$ cat src/rtl/card_pkg.sv
`default_nettype none
// ============================================================================
// card_pkg : shared types, sizes and LFSR taps for the card shoe
// Revision : 1.0
// ============================================================================
package card_pkg;

  localparam int CARD_W    = 6;
  localparam int RANK_W    = 4;
  localparam int SUIT_W    = 2;
  localparam int LFSR_W    = 16;
  localparam int DECK_SIZE = 52;

  typedef logic [CARD_W-1:0] card_idx_t;

  localparam card_idx_t LAST_IDX  = card_idx_t'(DECK_SIZE - 1);
  localparam card_idx_t DECK_FULL = card_idx_t'(DECK_SIZE);

  // Feedback taps for x^16 + x^14 + x^13 + x^11 + 1 (bits 15, 13, 12, 10)
  localparam logic [LFSR_W-1:0] LFSR_TAPS = 16'hB400;

  typedef enum logic [1:0] {
    S_INIT    = 2'd0,
    S_SHUFFLE = 2'd1,
    S_READY   = 2'd2
  } shoe_state_e;

  function automatic logic [SUIT_W-1:0] card_suit(input card_idx_t k);
    if (k >= card_idx_t'(39)) return 2'd3;
    if (k >= card_idx_t'(26)) return 2'd2;
    if (k >= card_idx_t'(13)) return 2'd1;
    return 2'd0;
  endfunction

  function automatic logic [RANK_W-1:0] card_rank(input card_idx_t k);
    return RANK_W'(k - card_idx_t'(13 * card_suit(k))) + RANK_W'(1);
  endfunction

endpackage : card_pkg
`default_nettype wire

$ cat src/rtl/card_lfsr.sv
`default_nettype none
// ============================================================================
// card_lfsr : free-running 16-bit Fibonacci LFSR supplying shuffle indices
// Revision  : 1.0
// ============================================================================
module card_lfsr
  import card_pkg::*;
#(
  parameter logic [LFSR_W-1:0] SEED = 16'hACE1
) (
  input  logic              i_clk,
  input  logic              i_reset,
  output logic [CARD_W-1:0] o_rand
);

  logic [LFSR_W-1:0] lfsr_q;
  logic [LFSR_W-1:0] lfsr_d;

  always_comb begin
    lfsr_d = {lfsr_q[LFSR_W-2:0], ^(lfsr_q & LFSR_TAPS)};
  end

  always_ff @(posedge i_clk) begin
    if (i_reset) begin
      lfsr_q <= SEED;
    end else begin
      lfsr_q <= lfsr_d;
    end
  end

  assign o_rand = lfsr_q[CARD_W-1:0];

endmodule : card_lfsr
`default_nettype wire

$ cat src/rtl/card_shoe.sv
`default_nettype none
// ============================================================================
// card_shoe : 52-card deck that initialises, Fisher-Yates shuffles and deals
// Revision  : 1.0
// ============================================================================
module card_shoe
  import card_pkg::*;
#(
  parameter logic [LFSR_W-1:0] LFSR_SEED  = 16'hACE1,
  parameter bit                SHUFFLE_EN = 1'b1
) (
  input  logic              i_clk,
  input  logic              i_reset,
  input  logic              i_drawRequest,
  input  logic              i_shuffleRequest,
  output logic              o_ready,
  output logic              o_cardValid,
  output logic [RANK_W-1:0] o_cardRank,
  output logic [SUIT_W-1:0] o_cardSuit,
  output logic [CARD_W-1:0] o_cardsRemaining,
  output logic              o_deckEmpty
);

  shoe_state_e       state_q, state_d;
  card_idx_t         wr_idx_q, wr_idx_d;
  card_idx_t         shuf_i_q, shuf_i_d;
  card_idx_t         ptr_q, ptr_d;
  card_idx_t         remaining_q, remaining_d;
  logic              valid_q, valid_d;
  logic [RANK_W-1:0] rank_q, rank_d;
  logic [SUIT_W-1:0] suit_q, suit_d;

  logic              init_wr;
  logic              swap_en;
  card_idx_t         rand_j;
  card_idx_t         deck_q [DECK_SIZE];

  card_lfsr #(
    .SEED (LFSR_SEED)
  ) u_lfsr (
    .i_clk   (i_clk),
    .i_reset (i_reset),
    .o_rand  (rand_j)
  );

  always_comb begin
    state_d     = state_q;
    wr_idx_d    = wr_idx_q;
    shuf_i_d    = shuf_i_q;
    ptr_d       = ptr_q;
    remaining_d = remaining_q;
    valid_d     = 1'b0;
    rank_d      = rank_q;
    suit_d      = suit_q;
    init_wr     = 1'b0;
    swap_en     = 1'b0;

    // A fresh-deck request overrides everything, including a same-cycle draw
    if (i_shuffleRequest) begin
      state_d     = S_INIT;
      wr_idx_d    = '0;
      ptr_d       = '0;
      remaining_d = '0;
    end else begin
      unique case (state_q)
        S_INIT: begin
          init_wr = 1'b1;
          if (wr_idx_q == LAST_IDX) begin
            shuf_i_d = LAST_IDX;
            ptr_d    = '0;
            if (SHUFFLE_EN) begin
              state_d = S_SHUFFLE;
            end else begin
              state_d     = S_READY;
              remaining_d = DECK_FULL;
            end
          end else begin
            wr_idx_d = wr_idx_q + card_idx_t'(1);
          end
        end
        S_SHUFFLE: begin
          // Out-of-range draws are simply retried on the next LFSR value
          if (rand_j <= shuf_i_q) begin
            swap_en = 1'b1;
            if (shuf_i_q == card_idx_t'(1)) begin
              state_d     = S_READY;
              remaining_d = DECK_FULL;
              ptr_d       = '0;
            end else begin
              shuf_i_d = shuf_i_q - card_idx_t'(1);
            end
          end
        end
        S_READY: begin
          if (i_drawRequest && (remaining_q != '0)) begin
            valid_d     = 1'b1;
            rank_d      = card_rank(deck_q[ptr_q]);
            suit_d      = card_suit(deck_q[ptr_q]);
            ptr_d       = ptr_q + card_idx_t'(1);
            remaining_d = remaining_q - card_idx_t'(1);
          end
        end
        default: begin
          state_d  = S_INIT;
          wr_idx_d = '0;
        end
      endcase
    end
  end

  always_ff @(posedge i_clk) begin
    if (i_reset) begin
      state_q     <= S_INIT;
      wr_idx_q    <= '0;
      shuf_i_q    <= '0;
      ptr_q       <= '0;
      remaining_q <= '0;
      valid_q     <= 1'b0;
      rank_q      <= '0;
      suit_q      <= '0;
    end else begin
      state_q     <= state_d;
      wr_idx_q    <= wr_idx_d;
      shuf_i_q    <= shuf_i_d;
      ptr_q       <= ptr_d;
      remaining_q <= remaining_d;
      valid_q     <= valid_d;
      rank_q      <= rank_d;
      suit_q      <= suit_d;
    end
  end

  always_ff @(posedge i_clk) begin
    if (!i_reset) begin
      if (init_wr) begin
        deck_q[wr_idx_q] <= wr_idx_q;
      end else if (swap_en) begin
        deck_q[shuf_i_q] <= deck_q[rand_j];
        deck_q[rand_j]   <= deck_q[shuf_i_q];
      end
    end
  end

  assign o_ready          = (state_q == S_READY) && (remaining_q != '0);
  assign o_cardValid      = valid_q;
  assign o_cardRank       = rank_q;
  assign o_cardSuit       = suit_q;
  assign o_cardsRemaining = remaining_q;
  assign o_deckEmpty      = (state_q == S_READY) && (remaining_q == '0);

endmodule : card_shoe
`default_nettype wire

$ cat config.mk
export PLATFORM = sky130hd
export DESIGN_NAME = card_shoe
export DESIGN_NICKNAME = d
export VERILOG_FILES = /design/src/rtl/card_pkg.sv /design/src/rtl/card_lfsr.sv /design/src/rtl/card_shoe.sv
export SDC_FILE = /design/constraint.sdc
export NUM_CORES = 1
export LEC_CHECK = 0
export BUFFER_PORTS_ARGS = -buffer_cell sky130_fd_sc_hd__buf_4
export CELL_PAD_IN_SITES_DETAIL_PLACEMENT = 2
export CELL_PAD_IN_SITES_GLOBAL_PLACEMENT = 2
export CORE_UTILIZATION = 30
export CTS_CLUSTER_SIZE = 25
export DETAILED_ROUTE_END_ITERATION = 16
export PLACE_DENSITY = 0.56
export SLEW_MARGIN = 20
export SYNTH_ARGS = -nofsm -noshare
export SYNTH_HDL_FRONTEND = slang
export SYNTH_SLANG_ARGS = --single-unit
$ cat constraint.sdc
create_clock -name i_clk -period 5.05 [get_ports i_clk]
set_input_delay 0.505 -clock i_clk [delete_from_list [all_inputs] [get_ports i_clk]]
set_output_delay 0.505 -clock i_clk [all_outputs]
set_load 0.01 [all_outputs]
==> results.cfg, run 1 <==
[setup_path]
cp-end-kind = flip-flop
required_ns = 5.51
start_kind = flip-flop
crit_type = flip-flop to flip-flop
path_max_fanout = 12
slowest_delay_ns = 0.67
crit_arrival_ns = 5.26
cpLargestDelayFamily = compound AO/OA/AOI/OAI gates
crit_buf_inv = 1
worstPathCellList = mux4_1 > mux4_2 > a22o_1 > a31oi_2 > nand2_2 > nand2_2 > o21ai_2 > a221oi_4 > ha_1 > ha_1 > inv_1 > fa_1 > xnor2_1 > xnor2_2 > xnor2_1 > o31ai_1 > a221oi_1 > a211oi_1
slowest_stage = mux4_1

[sta]
max_slew_margin = 0.211
worst_clock_skew_ns = 0.0303
fin_crit_sh = 0.950
fmax_mhz = 208
setup_viol = 0
maxSlewViolCount = 0
finalHoldViolCount = 0
worstMarginPinSlew_ns = 1.18
final.setup.worst_slack_ns = 0.251
period_minus_slack_ns = 4.80
rsz0062_at_grt = false
final.setup.tns_ns = 0

[pwr]
ir_worst_vdd_uv = 200
p_leak_uw = 0.00886
power_density_nw_per_um2 = 276

[grt]
first_global_vias = 20519
grt_max_degree = 53
grt_pass1_wl_mm = 163
antenna_found_initial = 8
grtUsageTotal = 0.282
grt_overflow = 0

[synthesis]
synth_area_leaders = edfxtp_1 39%, mux4_2 15%, o21ai_0 7.0%, nand2_1 6.1%, dfxtp_1 5.1%
yosysSeqAreaShare = 0.446
syn-cell-area_um2 = 23700
synth_fp_nets = 2194
synth_flop_cell = edfxtp_1
ys_ff_latch = 373
synth_top_area_frac = 0.395
syn_avg_cell_area_um2 = 10.9
yosysWarnings = 0
netlist_instances = 2169
yosysTopAreaCell = edfxtp_1
synth_edf_count = 312
ys_types = 79
synth_async_sr_flop_share = 0

[detailed_routing]
wire_per_inst_um = 35.6
finalWirelength_mm = 115
drtPass1Iterations = 5
dr_total_vias = 20403
vias_per_cell = 6.31
ant_nets = 0
drt_iter0_drc = 2414
drc = 0

[floorplanning]
initial_core_util = 0.305
fp.dieH_um = 283
die_area_um2 = 80200
die_w_um = 283
core_area_um2 = 77800
rows = 102
pin_count = 19

[hold_path]
hold_path.class = input pin to flip-flop

[layout]
seq_area_um2 = 10600
post-route-util = 0.349
fillers = 8216
final_layout_size_suffix_gt1_frac = 0.222
area_growth_pct = 14.6
final_area_um2 = 27200
nNetsFinal = 2184
multi_input_area_um2 = 12000

[cts]
htreeDepth = 2
clock_latency_ns = 0.60
clock-sinks = 373
clkTransAtPathRegs_ns = 0.07
hold_buffers = 0
numCtsBuffers = 47
cts_root_buf = clkbuf_16
cts_buffer_depth = 3
cts_tree = done

[run_status]
status = complete, no violations

[placed_design]
hpwl_mm = 83.0
placed_area_um2 = 25500
port_buffers = 18
post-place-ws_ns = 0.105
gp_congestion = 0.960

[flow_run]
drv_cap = 0
-- timing repair --
action,CTS,global route
buffers inserted,0,8
endpoints found under the setup margin,0,1
gates resized for setup,0,3
-- where the power goes --
| group | switching [µW] | internal (µW) | leakage [µW] |
|---|---|---|---|
| registers | 24.1 | 3310 | 0.00347 |
| logic | 435 | 198 | 0.00461 |
| clock network | 1420 | 2110 | 0.000780 |
| total | 1880 | 5620 | 0.00886 |
-- metal layers --
metal | GRT usage | vias up | wire length, µm
met1 | 0.405 | 10778 | 50700
met4 | 0.0924 | 2 | 3970
met3 | 0.0556 | 179 | 10300
li1 | - | 8333 | -
met5 | 0 | - | 12
met2 | 0.423 | 1111 | 50300
-- flip-flops by register name, indices dropped and copies added, names as in the netlist, named ones only --
name / count
o_cardRank: 4
o_cardValid: 1
shuf_i_q: 6
u_lfsr.lfsr_q: 16
o_cardsRemaining: 6
o_cardSuit: 2
ptr_q: 6
deck_q: 312
wr_idx_q: 6
state_q: 2
-- kinds of logic after synthesis --
| family | count (synthesis) | synth area share |
|---|---|---|
| XOR/XNOR | 11 | 0.00406 |
| flip-flops | 373 | 0.446 |
| multiplexers | 267 | 0.206 |
| AND/OR/NAND/NOR | 601 | 0.113 |
| AO/OA/AOI/OAI | 633 | 0.168 |
| buffers and inverters | 263 | 0.0516 |
| adder cells (fa/ha/maj) | 21 | 0.0114 |
-- layout make-up --
cell class,count,area share
Clock buffer,69,0.0528
Inverter,29,0.00400
Timing Repair Buffer,175,0.0567
Antenna cell,2,0.000184
Sequential cell,373,0.390
Multi-Input combinational cell,1533,0.443
Tap cell,1040,0.0479
Clock inverter,15,0.00529
-- synthesized netlist by cell type, types with 9 or more instances --
cell and n:
a21oi_1 26, a221oi_1 24, a22o_1 22, a22oi_1 118, a31oi_1 15, a32oi_1 10, and2_1 9, and3_1 9
buf_1 11, buf_2 58, buf_4 19, clkbuf_1 118, clkbuf_2 20, dfxtp_1 61, edfxtp_1 312, ha_1 20
inv_1 28, mux2_2 31, mux2i_1 65, mux4_1 9, mux4_2 162, nand2_1 386, nand3_1 29, nand4_1 26
nor2_1 59, nor2b_1 21, o21ai_0 331, o21ai_1 14, o31ai_1 10, or2_2 12
-- worst reg2reg max path, cell delays in order, from the launching register on --
cell and delay (ns):
dfxtp_4 0.49, mux4_1 0.68, mux4_2 0.49, a22o_1 0.26, a31oi_2 0.24, nand2_2 0.11, nand2_2 0.10, o21ai_2 0.07
a221oi_4 0.36, ha_1 0.21, ha_1 0.15, inv_1 0.06, fa_1 0.43, xnor2_1 0.23, xnor2_2 0.19, xnor2_1 0.16
o31ai_1 0.08, a221oi_1 0.25, a211oi_1 0.11
-- final timing paths --
check | startpoint | end | slack (ns) | cells past startpoint
min | i_reset | u_lfsr.lfsr_q[1] | 0.32 | 2
min reg2reg | u_lfsr.lfsr_q[14] | u_lfsr.lfsr_q[15] | 0.41 | 1
max reg2reg | flip-flop | o_cardRank[3] | 0.25 | 18
max | flip-flop | o_cardRank[3] | 0.25 | 18
-- stage by stage --
step	hold WS (ns)	cells	total power, µW
finish	0.318	3236	7500
global route	0.332	3234	7690
CTS	0.296	3226	7550
detailed placement	0.402	3142	4020
global placement	0.393	3141	4010
floorplan	0.389	2169	3710
-- placed cells by master, fill, tap and decap left out, types with 10 or more instances in the layout --
| cell | instances |
|---|---|
| a21oi_1 | 25 |
| a221oi_1 | 24 |
| a22o_1 | 22 |
| a22oi_1 | 117 |
| a31oi_1 | 14 |
| a32oi_1 | 10 |
| buf_12 | 18 |
| buf_4 | 156 |
| clkbuf_1 | 11 |
| clkbuf_16 | 53 |
| dfxtp_1 | 56 |
| edfxtp_1 | 312 |
| ha_1 | 20 |
| inv_1 | 28 |
| mux2_2 | 31 |
| mux2i_1 | 65 |
| mux4_2 | 162 |
| nand2_1 | 385 |
| nand3_1 | 29 |
| nand4_1 | 26 |
| nor2_1 | 58 |
| nor2b_1 | 21 |
| o21ai_0 | 330 |
| o21ai_1 | 10 |
| o31ai_1 | 10 |
| or2_2 | 12 |
Power figures use the tool's default switching activity.
==> inputs of run 2 (changes only) <==
- PLACE_DENSITY: 0.56 -> 0.54
- SYNTH_HIERARCHICAL: unset -> 1
==> run 2 against run 1 <==
  * First-iteration DRC count decreased by 24%
  * Critical path depth is 3 lower
  * Sequential cell count is the same
  * Hold slack lost 0.0027 ns
  * Largest power group unchanged
  * Sequential share of layout area shrank 0.82 points
  * Via count is 7.0% lower
  * Register-to-register slack better by 0.08 ns
  * Clock power is essentially flat
  * Final area grew 2.2%
  * Clock skew down 0.012 ns
  * Highest routed layer is now met4
==> results.cfg, run 2 <==
[grt]
grt_overflow = 0
grt_pass1_wl_mm = 160
grtUsageTotal = 0.276
antenna_found_initial = 6
first_global_vias = 19810
grt_max_degree = 42

[setup_path]
r2r-end = o_cardRank[3]
slowest_delay_ns = 0.79
path_max_fanout = 31
rr_worst_depth = 15
crit_buf_inv = 2
crit_type = flip-flop to flip-flop
reg2reg_slack_ns = 0.33
required_ns = 5.56
slowest_stage = dfxtp_4
crit_arrival_ns = 5.23
cp_common_cell = xnor2_1
cp-end-kind = flip-flop
cp.depth = 15
crit_path_end = o_cardRank[3]
start_kind = flip-flop
cpLargestDelayFamily = compound AO/OA/AOI/OAI gates
worstPathCellList = buf_4 > mux4_2 > mux2i_1 > o21ai_0 > and3_1 > o211a_1 > and2_1 > a221oi_4 > inv_1 > ha_1 > fa_1 > xnor2_1 > xnor2_1 > or3_1 > o211ai_1

[detailed_routing]
finalWirelength_mm = 114
vias_per_cell = 6.26
dr_total_vias = 18978
ant_nets = 0
drtPass1Iterations = 5
drt_iter0_drc = 1841
wire_per_inst_um = 37.7
drc = 0

[floorplanning]
rows = 104
fp.dieH_um = 287
pin_count = 19
initial_core_util = 0.302
core_area_um2 = 80400
die_w_um = 287
die_area_um2 = 82200

[sta]
maxSlewViolCount = 0
worstMarginPinSlew_ns = 1.08
worst_clock_skew_ns = 0.0179
fin_crit_sh = 0.935
hold_slack_ns = 0.315
period_minus_slack_ns = 4.72
setup_viol = 0
fmax_mhz = 212
max_slew_margin = 0.277
final.setup.tns_ns = 0
rsz0062_at_grt = false
finalHoldViolCount = 0

[cts]
clock-sinks = 373
clock_latency_ns = 0.59
hold_buffers = 0
cts_buffer_depth = 3
post_cts_resized = 0
post_cts_buffers = 0
numCtsBuffers = 47
htreeDepth = 2
cts_tree = done
clkTransAtPathRegs_ns = 0.06
cts_root_buf = clkbuf_16

[placed_design]
port_buffers = 18
hpwl_mm = 81.9
gp_congestion = 0.924

[pwr]
power_density_nw_per_um2 = 272
ir_worst_vdd_uv = 179
finalPower_uw = 7550
p_leak_uw = 0.0110

[layout]
final_cell_mix = 385 x mux2i_1, 312 x edfxtp_1, 170 x buf_4
final_common_cell = mux2i_1
area_growth_pct = 14.3
top_register = deck_q
top_regs = deck_q x312, u_lfsr/lfsr_q x16
nNetsFinal = 1960
final_layout_size_suffix_gt1_frac = 0.240
largest_reg_flops = 312

[synthesis]
synthMostInstantiatedCell = mux2i_1
synth_common_cells = 387 x mux2i_1, 312 x edfxtp_1, 152 x mux4_2, 99 x nand2_1, 98 x a22oi_1
syn_avg_cell_area_um2 = 12.8
syn-cell-area_um2 = 24300
netlist_instances = 1900
synth_top_area_frac = 0.385
yosysWarnings = 6
synth_fp_nets = 1925
synth_area_leaders = edfxtp_1 39%, mux2i_1 16%, mux4_2 14%, dfxtp_1 5.0%, a22oi_1 3.0%
synth_edf_count = 312
synth_async_sr_flop_share = 0
ys_types = 87
ys_ff_latch = 373
yosysTopAreaCell = edfxtp_1
yosysSeqAreaShare = 0.436
synth_flop_cell = edfxtp_1

[flow_run]
drv_cap = 0

[run_status]
status = complete, no violations

[hold_path]
holdCritStartpoint = i_reset
hold_path.class = input pin to flip-flop
## run 2: report_power, final
part | switching, µW | total (µW) | internal (µW)
logic | 487 | 705 | 218
registers | 24.5 | 3340 | 3310
clock network | 1410 | 3510 | 2100
## run 2: kinds of logic after synthesis
| kind of cell | after synthesis | synth area share |
|---|---|---|
| XOR/XNOR | 16 | 0.00576 |
| flip-flops | 373 | 0.436 |
| AO/OA/AOI/OAI | 366 | 0.109 |
| multiplexers | 552 | 0.307 |
| buffers and inverters | 229 | 0.0528 |
| adder cells (fa/ha/maj) | 21 | 0.0111 |
| AND/OR/NAND/NOR | 343 | 0.0785 |
## run 2: through the flow
stage                     cells  area (µm²)  utilization  setup WS [ns]
after floorplan            1900       24300            -           1.13
after global placement     2946       26200        0.326          0.484
after detailed placement   2946       26200        0.326          0.415
after CTS                  3031       27800        0.345          0.389
after global routing       3031       27800        0.345          0.179
final                      3033       27800        0.345          0.331
## run 2: worst min-delay path by stage
| stage | to | cells past startpoint |
|---|---|---|
| global route | u_lfsr/lfsr_q[4] | 2 |
| CTS | u_lfsr/lfsr_q[4] | 2 |
| global placement | u_lfsr/lfsr_q[7] | 1 |
| floorplan | u_lfsr/lfsr_q[10] | 1 |
| finish | u_lfsr/lfsr_q[4] | 2 |
| detailed placement | u_lfsr/lfsr_q[7] | 1 |
## run 2: final cells by class
class	instances	area, µm²
tap	1060	1330
fill	8296	52600
antenna	2	5.00
inverter	29	109
clock inverter	22	243
clock buffer	63	1330
sequential	373	10600
timing repair buffer	186	1600
multi-input combinational	1298	12600
## run 2: layer usage
metal | vias up | wire length [µm] | global-route usage
met4 | 0 | 5050 | 0.116
met1 | 10163 | 49200 | 0.377
met5 | - | 0 | 0
met3 | 219 | 7710 | 0.0432
li1 | 7737 | - | -
met2 | 859 | 52400 | 0.434
